--- src/rtl/msrr_seq_pkg.sv ---
// msrr_seq_pkg: shared definitions for the MSRR8 command sequencer.
//   - command op codes (cmd_op)
//   - MSRR8 select encodings (sel)
//   - sequencer FSM state enum
package msrr_seq_pkg;

  localparam logic [1:0] OP_HOLD = 2'b00;
  localparam logic [1:0] OP_ROTR = 2'b01;
  localparam logic [1:0] OP_SHIN = 2'b10;

  localparam logic [1:0] SEL_HOLD = 2'b00;
  localparam logic [1:0] SEL_ROR1 = 2'b01;
  localparam logic [1:0] SEL_ROR2 = 2'b10;
  localparam logic [1:0] SEL_SHR  = 2'b11;

  typedef enum logic [1:0] {
    IDLE = 2'b00,
    RUN  = 2'b01,
    DONE = 2'b10
  } state_e;

endpackage

--- src/rtl/msrr_seq.sv ---
// msrr_seq: expands byte-level commands into per-cycle sel/sin streams
// for the 8-bit multi-function shift register MSRR8.
//
// Ports:
//   clk        rising-edge clock
//   rst        synchronous active-low reset
//   cmd_valid  command presented
//   cmd_ready  sequencer idle, command will be accepted
//   cmd_op     00 HOLD, 01 ROTR, 10 SHIN, 11 reserved (acts as HOLD)
//   cmd_amt    step amount (SHIN: 0 means 8)
//   cmd_data   SHIN payload, sent LSB first
//   sel        MSRR8 select (00 hold, 01 ror1, 10 ror2, 11 shift-in)
//   sin        serial bit entering MSRR8 bit 7
//   busy       high in RUN and DONE
//   done       one-cycle completion pulse
//
// Build option: MSRR_SEQ_FASTROT_EN -- rotates use double steps (sel=10)
// where possible, halving ROTR latency. Default: single steps only.
module msrr_seq
  import msrr_seq_pkg::*;
(
  input  logic       clk,
  input  logic       rst,
  input  logic       cmd_valid,
  output logic       cmd_ready,
  input  logic [1:0] cmd_op,
  input  logic [2:0] cmd_amt,
  input  logic [7:0] cmd_data,
  output logic [1:0] sel,
  output logic       sin,
  output logic       busy,
  output logic       done
);

  state_e     state_q, state_d;
  logic [3:0] cnt_q,   cnt_d;     // steps remaining, including current
  logic [2:0] bidx_q,  bidx_d;    // index of current step
  logic [1:0] op_q,    op_d;
  logic [7:0] data_q,  data_d;
`ifdef MSRR_SEQ_FASTROT_EN
  logic [1:0] ndbl_q,  ndbl_d;    // number of leading double-rotate steps
`endif

  function automatic logic [3:0] step_count(input logic [1:0] op,
                                            input logic [2:0] amt);
    logic [3:0] n;
    n = '0;
    case (op)
      OP_SHIN: n = (amt == 3'd0) ? 4'd8 : {1'b0, amt};
`ifdef MSRR_SEQ_FASTROT_EN
      OP_ROTR: n = ({1'b0, amt} + 4'd1) >> 1;
`else
      OP_ROTR: n = {1'b0, amt};
`endif
      default: n = '0;
    endcase
    return n;
  endfunction

  always_ff @(posedge clk) begin
    if (!rst) begin
      state_q <= IDLE;
      cnt_q   <= '0;
      bidx_q  <= '0;
      op_q    <= OP_HOLD;
      data_q  <= '0;
`ifdef MSRR_SEQ_FASTROT_EN
      ndbl_q  <= '0;
`endif
    end else begin
      state_q <= state_d;
      cnt_q   <= cnt_d;
      bidx_q  <= bidx_d;
      op_q    <= op_d;
      data_q  <= data_d;
`ifdef MSRR_SEQ_FASTROT_EN
      ndbl_q  <= ndbl_d;
`endif
    end
  end

  always_comb begin
    state_d = state_q;
    cnt_d   = cnt_q;
    bidx_d  = bidx_q;
    op_d    = op_q;
    data_d  = data_q;
`ifdef MSRR_SEQ_FASTROT_EN
    ndbl_d  = ndbl_q;
`endif
    case (state_q)
      IDLE: begin
        // cmd_ready is 1 throughout IDLE, so cmd_valid alone accepts
        if (cmd_valid) begin
          op_d    = cmd_op;
          data_d  = cmd_data;
          bidx_d  = '0;
          cnt_d   = step_count(cmd_op, cmd_amt);
`ifdef MSRR_SEQ_FASTROT_EN
          ndbl_d  = cmd_amt[2:1];
`endif
          state_d = (step_count(cmd_op, cmd_amt) == 4'd0) ? DONE : RUN;
        end
      end
      RUN: begin
        if (cnt_q == 4'd1) begin
          state_d = DONE;
        end else begin
          cnt_d  = cnt_q - 4'd1;
          bidx_d = bidx_q + 3'd1;
        end
      end
      DONE:    state_d = IDLE;
      default: state_d = IDLE;
    endcase
  end

  // Moore outputs: decoded from registered state only
  always_comb begin
    sel       = SEL_HOLD;
    sin       = 1'b0;
    cmd_ready = (state_q == IDLE);
    busy      = (state_q != IDLE);
    done      = (state_q == DONE);
    if (state_q == RUN) begin
      if (op_q == OP_SHIN) begin
        sel = SEL_SHR;
        sin = data_q[bidx_q];
      end else begin
`ifdef MSRR_SEQ_FASTROT_EN
        sel = (bidx_q < {1'b0, ndbl_q}) ? SEL_ROR2 : SEL_ROR1;
`else
        sel = SEL_ROR1;
`endif
      end
    end
  end

endmodule

--- config.mk ---
export PLATFORM = sky130hd
export DESIGN_NAME = msrr_seq
export DESIGN_NICKNAME = d
export VERILOG_FILES = /design/src/rtl/msrr_seq_pkg.sv /design/src/rtl/msrr_seq.sv
export SDC_FILE = /design/constraint.sdc
export NUM_CORES = 1
export LEC_CHECK = 0
export BUFFER_PORTS_ARGS = -buffer_cell sky130_fd_sc_hd__buf_4
export CORE_MARGIN = 3
export CORE_UTILIZATION = 53
export DETAILED_ROUTE_END_ITERATION = 16
export PLACE_DENSITY = 0.89
export SLEW_MARGIN = 10
export SYNTH_ARGS = -nofsm -noshare
export SYNTH_HDL_FRONTEND = slang
export SYNTH_SLANG_ARGS = --single-unit
--- constraint.sdc ---
create_clock -name clk -period 2.4 [get_ports clk]
set_input_delay 0 -clock clk [delete_from_list [all_inputs] [get_ports clk]]
set_output_delay 0 -clock clk [all_outputs]
set_load 0.005 [all_outputs]
==> metrics.cfg <==
[floorplan]
core-area_um2=1800
fp.dieArea_um2=2540
die_x_um=50.4
std_cell_rows=15
start_util_pct=58.0
die_h_um=50.4
design.portCount=22

[placement]
dpl_cell_area_um2=1200
dp.final_hpwl_mm=1.66
port_buffers=21
gp_routability_congestion=0.766

[power]
maximum_vdd_drop_uv=443
cellPowerDensity_nw_per_um2=509
power_leakage_nw=0.561

[synth]
synth.top_cell.area_share_pct=36.4
number_of_enable_type_register_cells_in_the_synthesized_netlist=0
synth_area_per_cell_um2=8.85
ys_seq_elements=19
netlist.top_cell.by_area=sky130_fd_sc_hd__dfxtp_1
mappedNetlistNets=139
seq_area_frac_synth_pct=36.4
synth_ff_type=sky130_fd_sc_hd__dfxtp_1
yosys.cell_types.count=38
yosys_warnings=0
synthesis.instances=118
synth_area_um2=1040
synth.top_cells.by_area=sky130_fd_sc_hd__dfxtp_1 (36%), sky130_fd_sc_hd__nand2_1 (7.9%), sky130_fd_sc_hd__a21boi_0 (7.2%), sky130_fd_sc_hd__ha_1 (6.0%), sky130_fd_sc_hd__mux4_2 (4.3%)
synth_async_sr_flop_share_pct=0

[route]
detail_route.first_pass.iterations=4
routed_wire_length_per_instance_um=13.1
via_count=960
wirelength_mm=2.26
route.detailed.vias_per_inst=5.55
drt-initial-drc-count=26
drc_errors=0
drtAntennaViolNets=0

[setup_path]
crit_path_start_kind=flip-flop
timing.critical_path.fanout_max=14
data_required_time_of_the_critical_path_ns=2.40
crit_type=flip-flop to output port
cp-end-kind=output port
worst_ep_arrival_time_ns=1.78

[sta]
slew-limit-headroom_pct=62.1
slew_viol_final=0
timing.clock.skew_ns=0.00682
period_share_pct=74.2
final-setup-viol-count=0
timing_hold_violations_final=0
fmax_ghz=0.561
worst-slew-pin-transition_ns=0.561
grt_setup_unrepaired=no
finalWorstPathRequiredPeriod_ns=1.78
setup-tns-final_ns=0

[cells_and_area]
multi_input_area_um2=599
final_layout_size_suffix_gt1_share_pct=23.6
num-nets-final=170
most-common-layout-cells=sky130_fd_sc_hd__nand2_1 (22), sky130_fd_sc_hd__buf_4 (21), sky130_fd_sc_hd__dfxtp_1 (19)
layout.filler_cells=133
register_area_um2=380
postLayoutCoreUtil_pct=73.8
postLayoutCellArea_um2=1330
syn2layout_area_growth_pct=27.2
layout.cells.most_common=sky130_fd_sc_hd__nand2_1
num_antenna_cells=0

[clock_tree]
clock_tree.buffer_depth=2
post-cts-setup-buffers=0
clk_pin_slew_ns=0.11
clock_tree.root_cell=sky130_fd_sc_hd__clkbuf_4
tritoncts=built
cts_made_buffers=3
insertion_delay_ns=0.30
cts-htree-levels=1
cts.sink_count=19

[min_path]
holdCritPathClass=input pin to flip-flop

[status]
run_status=completed

[grt]
grt_max_degree=20
grt_antenna_before_repair=0
grt.total_usage_pct=19.3
global_route_wire_length_before_repair_mm=3.89
grt_pass1_vias=900
grt-ovfl-total=0

[job]
drv.max_cap_violation_count=0

worst max-delay path: stages, from the launching register on:
cell	delay (ns)
sky130_fd_sc_hd__dfxtp_1	0.44
sky130_fd_sc_hd__nand2b_1	0.34
sky130_fd_sc_hd__nor3b_2	0.37
sky130_fd_sc_hd__nor2b_1	0.21
sky130_fd_sc_hd__buf_4	0.13
cell usage after synthesis, drive strengths merged (2+ instances only):
cell type / count
nand2: 22
dfxtp: 19
a21boi: 11
inv: 8
nor2: 7
a21oi: 5
ha: 5
buf: 4
nor3: 4
nand3: 3
o21a: 3
a31oi: 2
mux4: 2
nor2b: 2
nor3b: 2
o211ai: 2
o221a: 2
report_power, final:
group	internal, mW	total [mW]	switching, mW	leakage (nW)
clock network	0.0633	0.167	0.104	0.0139
registers	0.337	0.355	0.0179	0.156
logic	0.0811	0.154	0.0734	0.391
total	0.482	0.677	0.195	0.561
stage by stage:
| stage | worst slack (ns) | std cells | hold WS [ns] | total power, mW |
|---|---|---|---|---|
| detailed placement | 0.705 | 159 | 0.270 | 0.503 |
| CTS | 0.687 | 173 | 0.0229 | 0.681 |
| floorplan | 0.874 | 118 | 0.145 | 0.455 |
| global route | 0.515 | 173 | 0.0326 | 0.715 |
| global placement | 0.818 | 159 | 0.261 | 0.495 |
| finish | 0.618 | 173 | 0.0293 | 0.677 |
layer usage:
| layer | up-vias | wire (um) | track usage (%) |
|---|---|---|---|
| li1 | 473 | - | - |
| met3 | 2 | 119 | 2.37 |
| met5 | - | 0 | 0 |
| met2 | 38 | 1160 | 33.7 |
| met1 | 447 | 958 | 24.0 |
| met4 | 0 | 24 | 7.62 |
flip-flops by register name, indices dropped and copies added (netlist names):
signal / cells
state_q: 2
bidx_q: 3
op_q: 2
cnt_q: 4
data_q: 8
layout make-up:
type | count | share of cell area, %
sequential | 19 | 28.6
timing repair buffer | 31 | 19.4
clock buffer | 3 | 1.69
clock inverter | 1 | 0.565
multi-input combinational | 86 | 45.1
tap | 25 | 2.35
inverter | 8 | 2.26
worst paths after layout:
kind               from        end  slack, ns  depth (start not counted)
max reg2reg  state_q[1]   cnt_q[3]       0.66                          5
max          state_q[0]        sin       0.62                          4
min                 rst   cnt_q[0]       0.03                          2
min reg2reg   data_q[2]  data_q[2]       0.48                          2
cell families (layout without fill, tap and decap cells):
| group | Yosys count | in the layout | synth area share [%] |
|---|---|---|---|
| mux | 3 | 3 | 5.27 |
| compound gates | 30 | 30 | 22.6 |
| simple gates | 47 | 47 | 22.6 |
| flops | 19 | 19 | 36.4 |
| buf+inv | 13 | 43 | 6.23 |
| fa+ha+maj | 5 | 5 | 5.99 |
| xor+xnor | 1 | 1 | 0.838 |
repair_timing:
item | 4_1_cts | 5_1_grt
endpoints found under the hold margin | 10 | 0
gates resized for setup | 0 | 0
hold buffers | 10 | 0
No activity file was read; power rests on OpenSTA's default activity.
